[src/rtl/mix_columns_iter_if.sv]
// mix_columns_iter_if
//   Bundles the state transfer between a producer (master) and the
//   mix_columns_iter block (slave).
//
//   Handshake semantics (both channels): a transfer occurs on a rising clk_i
//   edge where valid and ready are both 1. A producer that raises valid keeps
//   it raised, with payload and mode bits stable, until that transfer. Ready
//   may change freely and never depends on valid in the same cycle.
//
//   Signals (names are from the slave's point of view)
//     fwd_ninv_i   1    1 = MixColumns, 0 = InvMixColumns (input payload)
//     bypass_i     1    1 = pass the state through unchanged (input payload)
//     in_valid_i   1    input channel valid
//     in_ready_o   1    input channel ready
//     in_state_i   128  input state
//     out_valid_o  1    output channel valid
//     out_ready_i  1    output channel ready
//     out_state_o  128  output state
interface mix_columns_iter_if;
   logic         fwd_ninv_i;
   logic         bypass_i;
   logic         in_valid_i;
   logic         in_ready_o;
   logic [127:0] in_state_i;
   logic         out_valid_o;
   logic         out_ready_i;
   logic [127:0] out_state_o;

   modport slave (
      input  fwd_ninv_i,
      input  bypass_i,
      input  in_valid_i,
      output in_ready_o,
      input  in_state_i,
      output out_valid_o,
      input  out_ready_i,
      output out_state_o
   );

   modport master (
      output fwd_ninv_i,
      output bypass_i,
      output in_valid_i,
      input  in_ready_o,
      output in_state_i,
      input  out_valid_o,
      output out_ready_i,
      input  out_state_o
   );
endinterface

[src/rtl/mix_columns_iter.sv]
// mix_columns_iter
//   Iterative AES MixColumns / InvMixColumns stage. A captured 128-bit state
//   is transformed in place, COLS_PER_CYCLE columns per clock, then offered
//   on the output channel. Bypass sends the captured state straight to DONE.
//   Byte i = state[8i+7:8i]; column c = bytes 4c..4c+3; row r = byte 4c+r.
//
//   Parameters
//     COLS_PER_CYCLE  columns per clock: 1, 2 or 4
//   Ports
//     clk_i          clock, rising edge
//     rst_i          synchronous active-high reset
//     bus            mix_columns_iter_if.slave (state in / result out)
//     dbg_state_o    FSM state (0 IDLE, 1 BUSY, 2 DONE)
//     dbg_col_cnt_o  index of the next column to transform
//     dbg_mode_o     captured mode bits {bypass, fwd_ninv}
module mix_columns_iter #(
   parameter int COLS_PER_CYCLE = 1
) (
   input  logic                clk_i,
   input  logic                rst_i,
   mix_columns_iter_if.slave   bus,
   output logic [1:0]          dbg_state_o,
   output logic [1:0]          dbg_col_cnt_o,
   output logic [1:0]          dbg_mode_o
);

   generate
      if (!(COLS_PER_CYCLE == 1 || COLS_PER_CYCLE == 2 || COLS_PER_CYCLE == 4)) begin : g_bad_cpc
         $error("mix_columns_iter: COLS_PER_CYCLE must be 1, 2 or 4");
      end
   endgenerate

   // Column counter advances modulo 4; for COLS_PER_CYCLE=4 the step is 0
   // and the single BUSY cycle is also the last one.
   localparam logic [1:0] STEP = 2'(COLS_PER_CYCLE);

   typedef enum logic [1:0] {
      IDLE = 2'd0,
      BUSY = 2'd1,
      DONE = 2'd2
   } state_t;

   state_t       state_q;
   logic [1:0]   col_cnt_q;
   logic         fwd_q;
   logic         byp_q;
   logic         out_valid_q;
   logic [127:0] work_q;

   logic [127:0] work_next;
   logic [1:0]   col_cnt_next;
   logic [1:0]   col_idx;
   logic         last_step;

   // ---------------------------------------------------------------
   // GF(2^8) helpers, reduction polynomial 0x11B
   // ---------------------------------------------------------------
   function automatic logic [7:0] xtime(input logic [7:0] x);
      return {x[6:0], 1'b0} ^ (x[7] ? 8'h1B : 8'h00);
   endfunction

   // One output row: x0 is the row's own byte, x1..x3 the following rows.
   function automatic logic [7:0] mix_byte(input logic [7:0] x0, input logic [7:0] x1,
                                           input logic [7:0] x2, input logic [7:0] x3,
                                           input logic       fwd);
      logic [7:0] x0_2, x0_4, x0_8;
      logic [7:0] x1_2, x1_4, x1_8;
      logic [7:0] x2_2, x2_4, x2_8;
      logic [7:0] x3_2, x3_4, x3_8;
      x0_2 = xtime(x0); x0_4 = xtime(x0_2); x0_8 = xtime(x0_4);
      x1_2 = xtime(x1); x1_4 = xtime(x1_2); x1_8 = xtime(x1_4);
      x2_2 = xtime(x2); x2_4 = xtime(x2_2); x2_8 = xtime(x2_4);
      x3_2 = xtime(x3); x3_4 = xtime(x3_2); x3_8 = xtime(x3_4);
      if (fwd) begin
         // 2*x0 ^ 3*x1 ^ x2 ^ x3
         return x0_2 ^ x1_2 ^ x1 ^ x2 ^ x3;
      end
      // 0E*x0 ^ 0B*x1 ^ 0D*x2 ^ 09*x3
      return (x0_8 ^ x0_4 ^ x0_2) ^ (x1_8 ^ x1_2 ^ x1) ^
             (x2_8 ^ x2_4 ^ x2)   ^ (x3_8 ^ x3);
   endfunction

   function automatic logic [31:0] mix_col(input logic [31:0] col, input logic fwd);
      logic [7:0] a0, a1, a2, a3;
      a0 = col[7:0];
      a1 = col[15:8];
      a2 = col[23:16];
      a3 = col[31:24];
      return {mix_byte(a3, a0, a1, a2, fwd),
              mix_byte(a2, a3, a0, a1, fwd),
              mix_byte(a1, a2, a3, a0, fwd),
              mix_byte(a0, a1, a2, a3, fwd)};
   endfunction

   // ---------------------------------------------------------------
   // Next work register: transform the current group of columns in place
   // ---------------------------------------------------------------
   always_comb begin
      work_next = work_q;
      col_idx   = col_cnt_q;
      for (int k = 0; k < COLS_PER_CYCLE; k++) begin
         col_idx = col_cnt_q + 2'(k);
         work_next[{col_idx, 5'b0} +: 32] = mix_col(work_q[{col_idx, 5'b0} +: 32], fwd_q);
      end
   end

   assign col_cnt_next = col_cnt_q + STEP;
   assign last_step    = (col_cnt_next == 2'd0);

   // ---------------------------------------------------------------
   // Control FSM and work register
   // ---------------------------------------------------------------
   always_ff @(posedge clk_i) begin
      if (rst_i) begin
         state_q     <= IDLE;
         col_cnt_q   <= 2'd0;
         fwd_q       <= 1'b0;
         byp_q       <= 1'b0;
         out_valid_q <= 1'b0;
         work_q      <= '0;
      end else begin
         case (state_q)
            IDLE: begin
               if (bus.in_valid_i) begin
                  work_q    <= bus.in_state_i;
                  fwd_q     <= bus.fwd_ninv_i;
                  byp_q     <= bus.bypass_i;
                  col_cnt_q <= 2'd0;
                  if (bus.bypass_i) begin
                     state_q     <= DONE;
                     out_valid_q <= 1'b1;
                  end else begin
                     state_q <= BUSY;
                  end
               end
            end
            BUSY: begin
               work_q    <= work_next;
               col_cnt_q <= col_cnt_next;
               if (last_step) begin
                  state_q     <= DONE;
                  out_valid_q <= 1'b1;
               end
            end
            DONE: begin
               // Result held untouched until the consumer takes it.
               if (bus.out_ready_i) begin
                  state_q     <= IDLE;
                  out_valid_q <= 1'b0;
               end
            end
            default: begin
               state_q     <= IDLE;
               out_valid_q <= 1'b0;
            end
         endcase
      end
   end

   assign bus.in_ready_o  = (state_q == IDLE);
   assign bus.out_valid_o = out_valid_q;
   assign bus.out_state_o = work_q;

   assign dbg_state_o   = state_q;
   assign dbg_col_cnt_o = col_cnt_q;
   assign dbg_mode_o    = {byp_q, fwd_q};

endmodule

[src/flat_wrapper.sv]
// flat-port wrapper written by rule: the top's interface ports become plain ports
module mix_columns_iter_flat 
#(
   parameter int COLS_PER_CYCLE = 1
)
  (clk_i, rst_i, dbg_state_o, dbg_col_cnt_o, dbg_mode_o, bus_fwd_ninv_i, bus_bypass_i, bus_in_valid_i, bus_in_ready_o, bus_in_state_i, bus_out_valid_o, bus_out_ready_i, bus_out_state_o);
  mix_columns_iter_if bus_i ();
  input  logic clk_i;
  input  logic rst_i;
  output logic [1:0] dbg_state_o;
  output logic [1:0] dbg_col_cnt_o;
  output logic [1:0] dbg_mode_o;
  input wire logic [$bits(bus_i.fwd_ninv_i)-1:0] bus_fwd_ninv_i;
  input wire logic [$bits(bus_i.bypass_i)-1:0] bus_bypass_i;
  input wire logic [$bits(bus_i.in_valid_i)-1:0] bus_in_valid_i;
  output wire logic [$bits(bus_i.in_ready_o)-1:0] bus_in_ready_o;
  input wire logic [$bits(bus_i.in_state_i)-1:0] bus_in_state_i;
  output wire logic [$bits(bus_i.out_valid_o)-1:0] bus_out_valid_o;
  input wire logic [$bits(bus_i.out_ready_i)-1:0] bus_out_ready_i;
  output wire logic [$bits(bus_i.out_state_o)-1:0] bus_out_state_o;
  assign bus_i.fwd_ninv_i = bus_fwd_ninv_i;
  assign bus_i.bypass_i = bus_bypass_i;
  assign bus_i.in_valid_i = bus_in_valid_i;
  assign bus_in_ready_o = bus_i.in_ready_o;
  assign bus_i.in_state_i = bus_in_state_i;
  assign bus_out_valid_o = bus_i.out_valid_o;
  assign bus_i.out_ready_i = bus_out_ready_i;
  assign bus_out_state_o = bus_i.out_state_o;
  mix_columns_iter #(.COLS_PER_CYCLE(COLS_PER_CYCLE)) u_core (.clk_i(clk_i), .rst_i(rst_i), .bus(bus_i), .dbg_state_o(dbg_state_o), .dbg_col_cnt_o(dbg_col_cnt_o), .dbg_mode_o(dbg_mode_o));
endmodule
[config.mk]
export PLATFORM = sky130hd
export DESIGN_NAME = mix_columns_iter_flat
export DESIGN_NICKNAME = d
export VERILOG_FILES = /design/src/rtl/mix_columns_iter_if.sv /design/src/rtl/mix_columns_iter.sv /design/src/flat_wrapper.sv
export SDC_FILE = /design/constraint.sdc
export NUM_CORES = 1
export LEC_CHECK = 0
export CORE_MARGIN = 2
export CORE_UTILIZATION = 39
export DETAILED_ROUTE_END_ITERATION = 8
export PLACE_DENSITY = 0.68
export SYNTH_ARGS = -nofsm -noshare
export SYNTH_HDL_FRONTEND = slang
export SYNTH_SLANG_ARGS = --single-unit
[constraint.sdc]
create_clock -name clk_i -period 3.6 [get_ports clk_i]
set_input_delay 0.9 -clock clk_i [delete_from_list [all_inputs] [get_ports clk_i]]
set_output_delay 0.9 -clock clk_i [all_outputs]
set_load 0.02 [all_outputs]
==> metrics.txt <==
# TYPE chip_impl_metric gauge
chip_impl_metric{name="postCtsHoldBufs",unit=""} 0
chip_impl_metric{name="crit_cells",unit=""} 8
chip_impl_metric{name="setup_viol_count_final",unit=""} 0
chip_impl_metric{name="route.detailed.wl_per_inst",unit="um"} 23.2
chip_impl_metric{name="grt_first_pass_wirelength",unit="um"} 55400
chip_impl_metric{name="fp.coreArea",unit="sq um"} 23300
chip_impl_metric{name="die_x",unit="um"} 158
chip_impl_metric{name="finish.net_count",unit=""} 1412
chip_impl_info{name="synth_top_family_by_area",value="XOR/XNOR gates"} 1
chip_impl_metric{name="die-height",unit="um"} 158
chip_impl_metric{name="path_max_fanout",unit=""} 11
chip_impl_metric{name="final_antenna_net_count",unit=""} 0
chip_impl_metric{name="detail_route.drc_violations",unit=""} 0
chip_impl_metric{name="post_route_fraction_of_the_period_consumed_by_the_critical_path",unit=""} 0.975
chip_impl_info{name="tritoncts",value="built"} 1
chip_impl_info{name="layout_common_cells",value="sky130_fd_sc_hd__clkdlybuf4s50_1 (268), sky130_fd_sc_hd__nor2_1 (136), sky130_fd_sc_hd__dfxtp_1 (133), sky130_fd_sc_hd__xnor2_1 (117), sky130_fd_sc_hd__a21oi_1 (86)"} 1
chip_impl_metric{name="grt_start_max_net_pins",unit=""} 100
chip_impl_metric{name="finalMaxSlewViolations",unit=""} 0
chip_impl_metric{name="vias",unit=""} 9450
chip_impl_info{name="ys_dominant_reg_cell",value="sky130_fd_sc_hd__dfxtp_1"} 1
chip_impl_metric{name="period_minus_slack",unit="ps"} 3510
chip_impl_metric{name="placed_area",unit="sq um"} 12400
chip_impl_metric{name="drtIter0Drc",unit=""} 823
chip_impl_metric{name="final_cell_area",unit="sq um"} 13100
chip_impl_metric{name="p_sw_frac",unit=""} 0.478
chip_impl_info{name="end_point_of_the_critical_path",value="u_core.bus.out_state_o[52]"} 1
chip_impl_metric{name="max_freq",unit="GHz"} 0.285
chip_impl_metric{name="initial_core_util",unit=""} 0.395
chip_impl_metric{name="grt_antenna_before_repair",unit=""} 0
chip_impl_metric{name="critical_path_required",unit="ps"} 3880
chip_impl_metric{name="grt.overflow.total",unit=""} 0
chip_impl_metric{name="layout-area-overhead-vs-synth",unit="%"} 42.1
chip_impl_metric{name="cp_buf_inv_count",unit=""} 0
chip_impl_metric{name="io-pin-count",unit=""} 270
chip_impl_metric{name="worst_setup_skew_after_layout",unit="ps"} 10.6
chip_impl_metric{name="ys_types",unit=""} 55
chip_impl_metric{name="synth-seq-cells",unit=""} 135
chip_impl_metric{name="asyncSetResetFlopFracSynth",unit=""} 0
chip_impl_metric{name="hold-path-cell-count",unit=""} 2
chip_impl_metric{name="post_place_cells",unit=""} 1572
chip_impl_metric{name="sequentialPowerShare",unit=""} 0.136
chip_impl_info{name="status",value="finished clean"} 1
chip_impl_info{name="startpoint_kind_of_the_worst_setup_timing_path",value="register"} 1
chip_impl_info{name="critical_path.reg2reg.endpoint",value="u_core.bus.out_state_o[52]"} 1
chip_impl_info{name="timing.hold.worst.class",value="register to register"} 1
chip_impl_metric{name="critPathMaxStageDelay",unit="ps"} 670
chip_impl_metric{name="detail_route.first_pass.iterations",unit=""} 6
chip_impl_metric{name="cts_buffers",unit=""} 17
chip_impl_info{name="critPathLaunch",value="u_core.dbg_col_cnt_o[0]"} 1
chip_impl_info{name="cell_breakdown_of_the_critical_path",value="mux4_2, xnor3_1, xor2_1, xnor3_1, xnor2_1, mux2i_1, xnor2_1, o32ai_1"} 1
chip_impl_info{name="synth.largest_area_cell",value="sky130_fd_sc_hd__dfxtp_1"} 1
chip_impl_metric{name="worstPathArrival",unit="ps"} 3790
chip_impl_metric{name="netlist.area_leader.share",unit=""} 0.293
chip_impl_metric{name="cellInternalPower",unit="mW"} 7.58
chip_impl_metric{name="clock_power_share",unit=""} 0.122
chip_impl_metric{name="worstMarginPinSlew",unit="ps"} 819
chip_impl_metric{name="cellLeakagePower",unit="nW"} 4.87
chip_impl_info{name="cpMaxStageDelayCell",value="sky130_fd_sc_hd__mux4_2"} 1
chip_impl_metric{name="placement_rows",unit=""} 56
chip_impl_metric{name="maxCapViolCount",unit=""} 0
chip_impl_metric{name="grt_pass1_vias",unit=""} 9246
chip_impl_metric{name="syn_nets",unit=""} 1151
chip_impl_info{name="cp_top_family",value="XOR/XNOR gates"} 1
chip_impl_info{name="synth.top_cells.by_area",value="sky130_fd_sc_hd__dfxtp_1 (29%), sky130_fd_sc_hd__xnor2_1 (11%), sky130_fd_sc_hd__mux4_2 (7.6%), sky130_fd_sc_hd__nor2_1 (5.5%), sky130_fd_sc_hd__xnor3_1 (5.4%)"} 1
chip_impl_metric{name="maxSlewHeadroom",unit=""} 0.453
chip_impl_metric{name="synth_xor_xnor_area_share",unit=""} 0.243
chip_impl_metric{name="syn-mean-instance-area",unit="sq um"} 9.09
chip_impl_metric{name="design.die.area",unit="sq um"} 24900
chip_impl_metric{name="number_of_enable_flip_flop_cells_after_synthesis",unit=""} 0
chip_impl_metric{name="power.combinational.fraction",unit=""} 0.742
chip_impl_metric{name="vias_per_cell",unit=""} 5.89
chip_impl_metric{name="power_density",unit="nW/um^2"} 1110
chip_impl_metric{name="hold_viol",unit=""} 0
chip_impl_metric{name="worst-r2r-setup-slack",unit="ps"} 90
chip_impl_metric{name="ctsHtreeMaxLevel",unit=""} 4
chip_impl_metric{name="clock_latency_on_the_worst_skew_pair",unit="ps"} 430
chip_impl_metric{name="place.port_buffers",unit=""} 269
chip_impl_metric{name="hpwlAfterDp",unit="um"} 27200
chip_impl_metric{name="dp_slack",unit="ps"} -55.5
chip_impl_metric{name="ys_seq_area_frac",unit=""} 0.293
chip_impl_metric{name="synth_compound_gate_area_share",unit=""} 0.184
chip_impl_metric{name="layout.cells.non_filler",unit=""} 1605
chip_impl_metric{name="final_wl",unit="um"} 37200
chip_impl_metric{name="clk_pin_slew",unit="ps"} 60
chip_impl_info{name="critPathKind",value="register to register"} 1
chip_impl_metric{name="ctsLongestPathBuffers",unit=""} 2
chip_impl_metric{name="power.switching",unit="mW"} 6.95
chip_impl_info{name="setup_repair_after_global_routing_missed_its_margin",value="false"} 1
chip_impl_metric{name="antennaDiodeCount",unit=""} 0
chip_impl_info{name="crit_end_category",value="register"} 1
chip_impl_metric{name="drive_above_1_share",unit=""} 0.131
chip_impl_info{name="rr_startpoint",value="u_core.dbg_col_cnt_o[0]"} 1
chip_impl_metric{name="ys.warnings.count",unit=""} 0
chip_impl_metric{name="synth-simple-area-share",unit=""} 0.137
chip_impl_metric{name="portion_of_netlist_area_occupied_by_mux_cells",unit=""} 0.0842
chip_impl_metric{name="synth.cell_area",unit="sq um"} 9210
chip_impl_info{name="ctsRootBufferMaster",value="sky130_fd_sc_hd__clkbuf_16"} 1
chip_impl_metric{name="worst_r2r_path_depth",unit=""} 8
chip_impl_metric{name="vdd_drop_max",unit="uV"} 654
chip_impl_metric{name="post_synth_inst_count",unit=""} 1013
chip_impl_metric{name="synth_adder_area_share",unit=""} 0.00543
chip_impl_metric{name="gp_congestion",unit=""} 0.950
chip_impl_info{name="final_common_cell",value="sky130_fd_sc_hd__clkdlybuf4s50_1"} 1
chip_impl_metric{name="clock_sinks",unit=""} 135
chip_impl_metric{name="finalHoldWorstSlack",unit="ps"} 493
chip_impl_metric{name="postLayoutCoreUtil",unit=""} 0.561
chip_impl_metric{name="setup_ws",unit="ps"} 88.2
chip_impl_metric{name="grt_util_all_layers",unit=""} 0.296
per-layer routing:
| metal | share of wire | track usage | up-vias |
|---|---|---|---|
| met3 | 0.089 | 0.0542 | 94 |
| met5 | 0 | 0 | - |
| met4 | 0.037 | 0.125 | 0 |
| met1 | 0.40 | 0.391 | 4589 |
| li1 | - | - | 4187 |
| met2 | 0.47 | 0.477 | 580 |
per-stage QoR:
stage	total power [mW]	TNS (ps)
2_1_floorplan	8.94	0
3_3_place_gp	12.2	-29.5
3_5_place_dp	12.3	-138
4_1_cts	14.2	0
5_1_grt	15.2	0
6_report	14.5	0
how the worst min path moves through the flow:
stage	startpoint	endpoint	slack, ps
5_1_grt	u_core.bus.out_state_o[58]	u_core.bus.out_state_o[58]	520
3_5_place_dp	u_core.bus.out_state_o[76]	u_core.bus.out_state_o[76]	480
4_1_cts	u_core.bus.out_state_o[76]	u_core.bus.out_state_o[76]	490
3_3_place_gp	u_core.bus.out_state_o[108]	u_core.bus.out_state_o[108]	470
2_1_floorplan	u_core.byp_q	u_core.byp_q	460
6_report	u_core.bus.out_state_o[12]	u_core.bus.out_state_o[12]	490
registers in the layout (all words and copies together) (netlist names):
name                    count
u_core.byp_q                1
u_core.bus.out_valid_o      1
u_core.dbg_state_o          2
u_core.dbg_col_cnt_o        2
u_core.fwd_q                1
u_core.bus.out_state_o    128
synth_stat cells (all sizes together) (22+ instances only):
master    n
nor2    138
dfxtp   135
xnor2   133
a21oi    91
clkbuf   65
nor3     59
o21ai    46
nand2    43
a221oi   40
xor2     35
mux4     32
buf      30
xnor3    22
worst reg2reg max path, delay by kind of cell (launching register included):
kind                      cells  cell delay [ps]
xor gates and xnor gates      5             1860
muxes                         2              830
AOI/OAI and AO/OA             1              170
DFF                           1              510
cell type report:
cell class | instances | area (sq um)
fill | 2020 | 10200
timing repair buffer | 337 | 3250
tap | 319 | 399
sequential | 135 | 2710
multi-input combinational | 779 | 6130
clock buffer | 18 | 439
clock inverter | 13 | 146
inverter | 4 | 15.0
what timing repair did:
item	4_1_cts	5_1_grt
cloned	0	0
setup endpoints to repair	7	8
setup buffers	0	2
resized for setup	1	6
power by group through the flow:
stage | logic, mW | clock network [mW] | registers [mW]
floorplan | 6.73 | 0 | 2.21
CTS | 10.4 | 1.77 | 1.97
global route | 11.3 | 1.84 | 2.01
detailed placement | 10.3 | 0 | 2.00
global placement | 10.2 | 0 | 2.01
finish | 10.8 | 1.77 | 1.98
cells by family (layout without fill, tap and decap cells):
logic type / Yosys count / count (layout)
AND/OR/NAND/NOR: 287 / 287
AO/OA/AOI/OAI: 257 / 257
XOR/XNOR: 194 / 194
flip-flops: 135 / 135
buffers and inverters: 99 / 372
multiplexers: 37 / 37
adder cells (fa/ha/maj): 4 / 4
No activity file was read; power rests on OpenSTA's default activity.
